### src/rtl/fft_pkg.sv
// fft_pkg: definitions shared by the FFT input scheduler and its arbiter.
//   NREQ  - number of requesters sharing the FFT input RAM
//   PTR_W - width of the round-robin pointer (index of the next preferred requester)
//   state_e - scheduler FSM state encoding
package fft_pkg;

    localparam int unsigned NREQ  = 2;
    localparam int unsigned PTR_W = 1;

    typedef enum logic [2:0] {
        StIdle      = 3'd0,
        StLoad      = 3'd1,
        StTrig      = 3'd2,
        StWaitStart = 3'd3,
        StWaitEnd   = 3'd4,
        StRelease   = 3'd5
    } state_e;

endpackage

### src/rtl/fft_rr_arbiter.sv
// fft_rr_arbiter: combinational round-robin arbiter.
//   en_i   - arbitration enable; grant is zero when low
//   req_i  - request vector
//   ptr_i  - requester with highest priority this round
//   gnt_o  - one-hot grant, or zero when no request / disabled
//   ptr_o  - pointer to load if gnt_o is taken (requester after the winner)
module fft_rr_arbiter
    import fft_pkg::*;
(
    input  logic             en_i,
    input  logic [NREQ-1:0]  req_i,
    input  logic [PTR_W-1:0] ptr_i,
    output logic [NREQ-1:0]  gnt_o,
    output logic [PTR_W-1:0] ptr_o
);

    logic             found;
    logic [PTR_W-1:0] idx;

    // Scan from ptr_i upward; NREQ is a power of two so the index wraps for free.
    always_comb begin
        gnt_o = '0;
        ptr_o = ptr_i;
        found = 1'b0;
        idx   = '0;
        for (int unsigned i = 0; i < NREQ; i++) begin
            idx = ptr_i + PTR_W'(i);
            if (en_i && !found && req_i[idx]) begin
                found      = 1'b1;
                gnt_o[idx] = 1'b1;
                ptr_o      = idx + PTR_W'(1);
            end
        end
    end

endmodule

### src/rtl/fft_input_scheduler.sv
// fft_input_scheduler: shares one FFT input RAM between two requesters.
// A requester is granted, loads its frame through the muxed RAM write port,
// signals done, and the scheduler then triggers the stream and waits for it
// to start and finish before acking the requester.
//   clk, reset          - clock, synchronous active-high reset
//   req, done           - per-requester frame request (level) and loaded pulse
//   req_waddr/wdata/wen - packed per-requester write ports
//   gnt, ack            - one-hot grant, end-of-frame pulse
//   ram_waddr/wdata/wen - muxed write port to the FFT input block
//   trig, streaming     - stream trigger out, stream-active flag in
//   busy, frame_cnt     - not-idle flag, completed frame counter (wrapping)
//   err                 - sticky watchdog error
// Optional feature: define FFT_SCHED_WATCHDOG_EN to abort a frame that spends
// TIMEOUT cycles waiting on the stream; otherwise err is tied low.
module fft_input_scheduler
    import fft_pkg::*;
#(
    parameter  int unsigned NFFT    = 8,
    parameter  int unsigned TIMEOUT = 1024,
    localparam int unsigned AW      = $clog2(2 * NFFT)
) (
    input  logic                 clk,
    input  logic                 reset,
    input  logic [NREQ-1:0]      req,
    input  logic [NREQ-1:0]      done,
    input  logic [NREQ*AW-1:0]   req_waddr,
    input  logic [NREQ*32-1:0]   req_wdata,
    input  logic [NREQ-1:0]      req_wen,
    output logic [NREQ-1:0]      gnt,
    output logic [NREQ-1:0]      ack,
    output logic [AW-1:0]        ram_waddr,
    output logic [31:0]          ram_wdata,
    output logic                 ram_wen,
    output logic                 trig,
    input  logic                 streaming,
    output logic                 busy,
    output logic [15:0]          frame_cnt,
    output logic                 err
);

    state_e           state_q, state_d;
    logic [NREQ-1:0]  gnt_q, gnt_d;
    logic [NREQ-1:0]  ack_q, ack_d;
    logic [PTR_W-1:0] ptr_q, ptr_d;
    logic             trig_q, trig_d;
    logic             busy_q, busy_d;
    logic [15:0]      frame_cnt_q, frame_cnt_d;

    logic [NREQ-1:0]  arb_gnt;
    logic [PTR_W-1:0] arb_ptr;
    logic [PTR_W-1:0] g_idx;
    logic [AW-1:0]    waddr_a [NREQ];
    logic [31:0]      wdata_a [NREQ];

    for (genvar i = 0; i < NREQ; i++) begin : g_unpack
        assign waddr_a[i] = req_waddr[i*AW +: AW];
        assign wdata_a[i] = req_wdata[i*32 +: 32];
    end

    fft_rr_arbiter u_arb (
        .en_i  (state_q == StIdle),
        .req_i (req),
        .ptr_i (ptr_q),
        .gnt_o (arb_gnt),
        .ptr_o (arb_ptr)
    );

    always_comb begin
        g_idx = '0;
        for (int unsigned i = 0; i < NREQ; i++) begin
            if (gnt_q[i]) g_idx = PTR_W'(i);
        end
    end

    // Write port follows the granted requester with no added latency.
    assign ram_waddr = waddr_a[g_idx];
    assign ram_wdata = wdata_a[g_idx];
    assign ram_wen   = (state_q == StLoad) && req_wen[g_idx];

`ifdef FFT_SCHED_WATCHDOG_EN
    localparam int unsigned WdW = $clog2(TIMEOUT + 1);
    logic [WdW-1:0] wd_cnt_q, wd_cnt_d;
    logic           err_q, err_d;
    assign err = err_q;
`else
    logic unused_timeout;
    assign unused_timeout = ^TIMEOUT;
    assign err = 1'b0;
`endif

    always_comb begin
        state_d     = state_q;
        gnt_d       = gnt_q;
        ptr_d       = ptr_q;
        frame_cnt_d = frame_cnt_q;
        case (state_q)
            StIdle: begin
                // Pointer advances at grant time, so aborted frames still rotate.
                if (|req) begin
                    gnt_d   = arb_gnt;
                    ptr_d   = arb_ptr;
                    state_d = StLoad;
                end
            end
            StLoad: begin
                if (!req[g_idx]) begin
                    state_d = StIdle;
                    gnt_d   = '0;
                end else if (done[g_idx]) begin
                    state_d = StTrig;
                end
            end
            StTrig:      state_d = StWaitStart;
            StWaitStart: if (streaming) state_d = StWaitEnd;
            StWaitEnd:   if (!streaming) state_d = StRelease;
            StRelease: begin
                state_d     = StIdle;
                gnt_d       = '0;
                frame_cnt_d = frame_cnt_q + 16'd1;
            end
            default: begin
                state_d = StIdle;
                gnt_d   = '0;
            end
        endcase

`ifdef FFT_SCHED_WATCHDOG_EN
        wd_cnt_d = '0;
        err_d    = err_q;
        if (state_q == StWaitStart || state_q == StWaitEnd) begin
            if (wd_cnt_q == WdW'(TIMEOUT - 1)) begin
                err_d   = 1'b1;
                state_d = StIdle;
                gnt_d   = '0;
            end else begin
                wd_cnt_d = wd_cnt_q + 1'b1;
            end
        end
`endif

        // Outputs are registered from the next state so they align with it.
        trig_d = (state_d == StTrig);
        busy_d = (state_d != StIdle);
        ack_d  = (state_d == StRelease) ? gnt_d : '0;
    end

    always_ff @(posedge clk) begin
        if (reset) begin
            state_q     <= StIdle;
            gnt_q       <= '0;
            ack_q       <= '0;
            ptr_q       <= '0;
            trig_q      <= 1'b0;
            busy_q      <= 1'b0;
            frame_cnt_q <= '0;
`ifdef FFT_SCHED_WATCHDOG_EN
            wd_cnt_q    <= '0;
            err_q       <= 1'b0;
`endif
        end else begin
            state_q     <= state_d;
            gnt_q       <= gnt_d;
            ack_q       <= ack_d;
            ptr_q       <= ptr_d;
            trig_q      <= trig_d;
            busy_q      <= busy_d;
            frame_cnt_q <= frame_cnt_d;
`ifdef FFT_SCHED_WATCHDOG_EN
            wd_cnt_q    <= wd_cnt_d;
            err_q       <= err_d;
`endif
        end
    end

    assign gnt       = gnt_q;
    assign ack       = ack_q;
    assign trig      = trig_q;
    assign busy      = busy_q;
    assign frame_cnt = frame_cnt_q;

endmodule

### config.mk
export PLATFORM = sky130hd
export DESIGN_NAME = fft_input_scheduler
export DESIGN_NICKNAME = d
export VERILOG_FILES = /design/src/rtl/fft_pkg.sv /design/src/rtl/fft_rr_arbiter.sv /design/src/rtl/fft_input_scheduler.sv
export SDC_FILE = /design/constraint.sdc
export NUM_CORES = 1
export LEC_CHECK = 0
export BUFFER_PORTS_ARGS = -buffer_cell sky130_fd_sc_hd__buf_2
export CORE_UTILIZATION = 42
export CTS_CLUSTER_SIZE = 12
export DETAILED_ROUTE_END_ITERATION = 10
export PLACE_DENSITY = 0.92
export SYNTH_ARGS = -nofsm -noshare
export SYNTH_HDL_FRONTEND = slang
export SYNTH_SLANG_ARGS = --single-unit
### constraint.sdc
create_clock -name clk -period 5.1 [get_ports clk]
set_input_delay 0.765 -clock clk [delete_from_list [all_inputs] [get_ports clk]]
set_output_delay 0.765 -clock clk [all_outputs]
set_load 0.02 [all_outputs]
==> metrics.md, run 1 <==
| Metric | Value |
|---|---|
| Worst skew pair latency | 0.26 ns |
| Clk slew on worst S/H paths | 0.08 ns |
| CP max stage cell | dfxtp_2 |
| Routability Congestion | 0.8805 |
| Worst Setup End Kind | output port |
| Global routing's busiest layer | met2 |
| Hold Path Class | flip-flop to flip-flop |
| Cell Rows | 22 |
| # Max-Cap Violations | 0 |
| Post-CTS Setup Bufs | 0 |
| Leak Pwr | 1.156 nW |
| Slew HR | 39.58% |
| Nets | 404 |
| Overall Global Routing Usage | 23.53% |
| Pwr Total | 499.6 uW |
| Die footprint | 4356 um^2 |
| TritonCTS buffer count | 3 |
| Max VDD drop | 134.5 uV |
| Compound-Gate Fraction of Synth Area | 9.527% |
| Final Hold Fails | 0 |
| RSZ-0062 raised after global routing | false |
| Grt met2 use | 40.69% |
| Cell family with the largest share of critical-path delay | flip-flops |
| I/O Pins | 141 |
| Syn-to-layout area delta | 41.67% |
| Layout cells sized above 1 | 58.13% |
| Global-route track usage on met3 | 6.207% |
| Comb pwr share | 32.9% |
| Mapped Area | 1720 um^2 |
| Post-synth EDFFs | 0 |
| Ys flop type | dfxtp_1 |
| Crit path largest cell delay | 0.92 ns |
| Layout Cells excl Fill | 368 |
| Sw Ratio | 31.56% |
| Main combinational cell family by area after synthesis | multiplexers |
| Resized cells post-CTS | 0 |
| Setup TNS | 0 ns |
| Detailed-route wire length per cell | 13.88 um |
| CTS root buffer | clkbuf_8 |
| HPWL Detailed | 4045 um |
| Internal cell power | 341.9 uW |
| Largest net degree at the start of global routing | 43 |
| Area fraction of the dominant cell type after synthesis | 30.25% |
| Die height | 66 um |
| Leading area contributor after synthesis | dfxtp_1 |
| Largest cells by area after synthesis | dfxtp_1 (30%), mux2_2 (24%), nor2_1 (5.2%) |
| H-tree Lvls | 1 |
| CTS tree | done |
| Drt initial violations | 205 |
| Crit-path cells | mux2_2 -> buf_2 |
| Seq cells post-synth | 26 |
| Syn. warnings | 0 |
| Worst Max-Slew Pin Slew | 0.9063 ns |
| Switch Pwr | 157.7 uW |
| Asr flop ratio synth | 0% |
| Avg Inst Size Synth | 8.868 um^2 |
| Reg power frac | 44.9% |
| Detail Route Antenna Nets | 0 |
| Core area | 3799 um^2 |
| PortBufs | 139 |
| Register Area | 521.8 um^2 |
| Die W | 66 um |
| CP arrival | 1.79 ns |
| First-pass GRT wire length | 8024 um |
| Startpoint types | flip-flop |
| CTS Hold Bufs | 0 |
| Synth unique cells | 42 |
| Vias in the first global route | 1773 |
| Post-Synthesis Cells | 194 |
| Gr ovfl total | 0 |
| Crit Path Class | flip-flop to output port |
| Via density | 5.177 |
| Multiplexer share of the synthesized area | 25.96% |
| Ant diodes | 0 |
| Initial Utilization | 45.29% |
| Tcrit/Tclk final | 50.18% |
| Initial antenna violation count | 0 |
| Clock skew | 0.003530 ns |
| Status | finished clean |
| Met1 usage | 28.90% |
| Critical path required time | 4.34 ns |
| Power per Cell Area | 205.0 nW/um^2 |
| Final slew viol count | 0 |
| Clock share of power | 22.1% |
| Post-synthesis adder-cell area fraction | 0.7273% |
| Area of the multi-input gates | 1085 um^2 |
| Placed Cells incl. Taps | 365 |
| Via count | 1905 |
| Final core occ | 64.16% |
| CTS Sinks | 26 |
| Final WL | 5107 um |
| Residual DRC | 0 |
| Fmax | 390.8 MHz |
| Synth Net Count | 276 |
| CP max FO | 42 |
| Clk buf depth | 2 |
| Final min period | 2.559 ns |
| XOR/XNOR Fraction of Synth Area | 5.091% |
| # fillers | 333 |
| Post-synthesis simple-gate area fraction | 21.53% |
| Pre-antenna DRT Iters | 4 |
| Post-synthesis sequential area ratio | 30.25% |
| Final Setup Violations | 0 |
| WP buf/inv | 1 |
final timing paths:
check | startpoint | to | slack [ns] | cells past startpoint
min reg2reg | ptr_q$_SDFFE_PP0P_ | ptr_q$_SDFFE_PP0P_ | 0.49 | 1
min | ptr_q$_SDFFE_PP0P_ | ptr_q$_SDFFE_PP0P_ | 0.49 | 1
max | gnt[1]$_SDFF_PP0_ | ram_wdata[8] | 2.54 | 2
max reg2reg | gnt[1]$_SDFF_PP0_ | ack[0]$_SDFF_PP0_ | 2.91 | 4
logic make-up (layout without fill, tap and decap cells):
logic type / after synthesis / count (layout)
AOI/OAI and AO/OA: 25 / 25
other: 1 / 1
muxes: 40 / 40
buffers and inverters: 25 / 151
adders and majority gates: 1 / 1
xor gates and xnor gates: 10 / 10
and+or+nand+nor: 66 / 66
DFF: 26 / 26
per-stage QoR:
stage	worst slack [ns]	area, um^2	hold WS (ns)
floorplan	2.711	1720	0.4385
global placement	2.854	2396	0.4610
detailed placement	2.838	2396	0.4699
CTS	2.545	2437	0.4863
global route	2.411	2437	0.5128
finish	2.541	2437	0.4942
routing by layer:
metal | up-vias | part of all wire [%] | routed length (um)
met3 | 6 | 7.6 | 387
met5 | - | 0 | 0
met1 | 873 | 42 | 2170
met2 | 87 | 49 | 2508
li1 | 939 | - | -
met4 | 0 | 0.80 | 41
power by group through the flow:
stage               Sequential [mW]  Clock [mW]  Combinational [mW]
floorplan                     0.218           0               0.114
global placement              0.228           0               0.162
detailed placement            0.229           0               0.165
CTS                           0.224       0.113               0.166
global route                  0.226       0.123               0.176
finish                        0.224       0.111               0.165
sequential cells by signal, summed over array words and instances, names as in the netlist:
signal	cells
ptr_q	1
gnt	2
trig	1
state_q	3
ack	2
frame_cnt	16
busy	1
area by class of cell:
cell class | count | share of cell area [%]
timing repair buffer | 139 | 28.54
tap | 48 | 2.464
clock buffer | 3 | 1.694
sequential | 26 | 21.41
multi-input combinational | 143 | 44.51
inverter | 9 | 1.386
cells in the final DEF (no fill, tap or decap), types with 3 or more instances in the layout:
| cell type | count |
|---|---|
| clkbuf_8 | 3 |
| nand2_1 | 7 |
| nand2b_1 | 4 |
| inv_1 | 9 |
| dfxtp_1 | 25 |
| nor2_1 | 24 |
| or3_1 | 5 |
| mux2i_1 | 3 |
| nand3_1 | 3 |
| mux2_2 | 37 |
| nor4_1 | 5 |
| xnor2_1 | 8 |
| o21ai_0 | 5 |
| buf_2 | 139 |
| a21oi_1 | 8 |
| nor3_1 | 5 |
worst reg2reg max path, stage by stage, from the launching register on:
cell and delay [ns]:
dfxtp_2 0.92, mux2_2 0.44, nor4_1 0.42, o21ai_0 0.21, nor2_1 0.15
Yosys cell counts (2+ instances only):
library cell,count
xnor2_1,8
xor2_1,2
mux2i_1,3
buf_4,3
dfxtp_1,26
o21ai_0,5
buf_1,2
mux2_2,37
nand3_1,3
o31ai_1,2
nor3_1,5
nand4b_1,2
a21oi_1,8
nor2_1,24
or3_1,5
inv_1,9
a311oi_1,2
buf_2,2
nand2_1,7
clkbuf_1,8
nand2b_1,4
nor4_1,5
or4_1,2
or2_2,2
Note: power is estimated with default switching activity, not from simulation.
==> run 2: changes to the inputs <==
--- a/config.mk
+++ b/config.mk
@@ -6,10 +6,10 @@
 export NUM_CORES = 1
 export LEC_CHECK = 0
 export BUFFER_PORTS_ARGS = -buffer_cell sky130_fd_sc_hd__buf_2
-export CORE_UTILIZATION = 42
+export CORE_UTILIZATION = 35
 export CTS_CLUSTER_SIZE = 12
 export DETAILED_ROUTE_END_ITERATION = 10
-export PLACE_DENSITY = 0.92
+export PLACE_DENSITY = 0.82
 export SYNTH_ARGS = -nofsm -noshare
 export SYNTH_HDL_FRONTEND = slang
 export SYNTH_SLANG_ARGS = --single-unit
==> constraint.sdc (replaced) <==
create_clock -name clk -period 2.3 [get_ports clk]
set_input_delay 0.345 -clock clk [delete_from_list [all_inputs] [get_ports clk]]
set_output_delay 0.345 -clock clk [all_outputs]
set_load 0.02 [all_outputs]
==> run 2 against run 1 <==
Register-to-register slack worse by 2.6 ns; via count down 1.3%; critical path type is now flip-flop to flip-flop; non-clock buffer count up 3; sequential share of layout area down 0.65 points; power rose to 2.5 times the previous value; clock power rose to 3.4 times the previous value; largest cell class unchanged.
==> metrics.md, run 2 (synthesized netlist as in run 1, its figures left out) <==
| Metric | Value |
|---|---|
| Status | finished clean |
| Setup slack after layout | 0.3136 ns (-2.227 ns) |
| Layout Cells excl Fill | 391 (+6.3%) |
| RSZ-0062 raised after global routing | false |
| Clock skew | 0.008778 ns (+0.005248 ns) |
| Clk buf depth | 2 (unchanged) |
| HPWL Detailed | 4363 um (+7.9%) |
| CP max stage cell | dfxtp_1 |
| Worst Max-Slew Pin Slew | 0.4998 ns (-0.4065 ns) |
| Detail Route Antenna Nets | 0 (unchanged) |
| Startpoint types | flip-flop |
| Overall Global Routing Usage | 20.30% (-3.2 points) |
| Final slew viol count | 0 (unchanged) |
| PortBufs | 139 (unchanged) |
| Final hold slack | 0.3764 ns (-0.1178 ns) |
| Pre-antenna DRT Iters | 4 (unchanged) |
| Initial antenna violation count | 0 (unchanged) |
| Global-route track usage on met3 | 5.417% (-0.79 points) |
| Die footprint | 5200 um^2 (+19%) |
| Critical path required time | 2.51 ns (-1.83 ns) |
| Core area | 4723 um^2 (+24%) |
| Leak Pwr | 1.185 nW (+2.5%) |
| Initial Utilization | 36.42% (-8.9 points) |
| Detailed-route wire length per cell | 13.48 um (-2.8%) |
| Die W | 72.11 um (+9.3%) |
| Clk slew on worst S/H paths | 0.10 ns (+0.02 ns) |
| CTS root buffer | clkbuf_8 |
| Die height | 72.11 um (+9.3%) |
| Nets | 407 (+0.74%) |
| Crit path largest cell delay | 0.64 ns (-0.28 ns) |
| Power per Cell Area | 497.0 nW/um^2 (+140%) |
| First-pass GRT wire length | 8280 um (+3.2%) |
| TritonCTS buffer count | 3 (unchanged) |
| Commonest non-fill, non-tap cell in the layout | buf_2 |
| CP arrival | 2.20 ns (+0.41 ns) |
| Via density | 4.808 (-7.1%) |
| I/O Pins | 141 (unchanged) |
| CTS Sinks | 26 (unchanged) |
| Resized cells post-CTS | 0 (unchanged) |
| # fillers | 443 (+33%) |
| Max reg flops | 16 (unchanged) |
| H-tree Lvls | 1 (unchanged) |
| Vias in the first global route | 1790 (+0.96%) |
| CP max FO | 16 (-62%) |
| Worst Setup End Kind | flip-flop |
| Cell family with the largest share of critical-path delay | simple AND/OR/NAND/NOR gates |
| Crit Path Class | flip-flop to flip-flop |
| Largest net degree at the start of global routing | 29 (-33%) |
| CTS tree | done |
| Most frequent cells in the layout | buf_2 (139), mux2_2 (37), dfxtp_1 (25) |
| Max VDD drop | 253.9 uV (+89%) |
| Final WL | 5272 um (+3.2%) |
| Tcrit/Tclk final | 86.37% |
| Residual DRC | 0 (unchanged) |
| Final min period | 1.986 ns |
| Placed Cells incl. Taps | 387 (+6.0%) |
| Setup TNS | 0 ns (unchanged) |
| Crit-path cells | nand3b_4 -> or3_1 -> or4b_1 -> a21oi_1 |
| Met1 usage | 24.06% (-4.8 points) |
| Post-place setup slack | 0.3508 ns (-2.487 ns) |
| Via count | 1880 (-1.3%) |
| Final Setup Violations | 0 (unchanged) |
| Syn-to-layout area delta | 46.11% |
| Hold Path Class | primary input to flip-flop |
| CTS Hold Bufs | 0 (unchanged) |
| Post-CTS Setup Bufs | 0 (unchanged) |
| Cell Rows | 25 (+14%) |
| Fmax | 503.4 MHz |
| # Max-Cap Violations | 0 (unchanged) |
| Layout cells sized above 1 | 58.64% (+0.52 points) |
| Drt initial violations | 61 (-70%) |
| Ant diodes | 0 (unchanged) |
| Global routing's busiest layer | met2 |
| Pwr Total | 1.249 mW (+150%) |
| Worst skew pair latency | 0.27 ns (about the same) |
| Routability Congestion | 0.8189 (-7.0%) |
| Final Hold Fails | 0 (unchanged) |
| Grt met2 use | 37.18% (-3.5 points) |
| Slew HR | 66.64% (+27 points) |
| Gr ovfl total | 0 (unchanged) |
| WP buf/inv | 0 (-1) |
-- run 2: final timing paths --
kind / startpoint / to / slack, ns / cells after the start
setup / recovery: state_q[2]$_SDFF_PP0_ / frame_cnt[13]$_SDFFE_PP0N_ / 0.31 / 4
hold / removal: req[1] / ptr_q$_SDFFE_PP0P_ / 0.38 / 2
setup reg to reg: state_q[2]$_SDFF_PP0_ / frame_cnt[13]$_SDFFE_PP0N_ / 0.31 / 4
hold reg to reg: ptr_q$_SDFFE_PP0P_ / ptr_q$_SDFFE_PP0P_ / 0.47 / 1
-- run 2: where the power goes --
group          leakage, nW  switching [mW]  internal (mW)
clock network       0.0357           0.146          0.233
logic                0.938           0.208          0.182
registers            0.211          0.0177          0.462
total                 1.18           0.372          0.877
-- run 2: per-stage QoR --
stage	instance area, um^2	util [%]
floorplan	1720	-
global placement	2442	51.71
detailed placement	2442	51.71
CTS	2514	53.22
global route	2514	53.22
finish	2514	53.22
-- run 2: routing by layer --
metal | share of wire, % | vias to the layer above
li1 | - | 952
met1 | 41 | 845
met2 | 51 | 79
met3 | 7.2 | 4
met4 | 0.64 | 0
met5 | 0 | -
-- run 2: final cells by class --
| cell class | count | area, um^2 | area share [%] |
|---|---|---|---|
| multi-input cells | 143 | 1085 | 43.16 |
| repair buffers | 142 | 718.2 | 28.57 |
| flip-flops and latches | 26 | 521.8 | 20.76 |
| well taps | 67 | 83.83 | 3.335 |
| clock buffers | 3 | 41.29 | 1.643 |
| inverters | 9 | 33.78 | 1.344 |
| clock inverters | 1 | 30.03 | 1.195 |
-- run 2: worst register-to-register path, cell delays in order (launching register included) --
cell and delay, ns:
dfxtp_1 0.64, nand3b_4 0.18, or3_1 0.46, or4b_1 0.51, a21oi_1 0.14
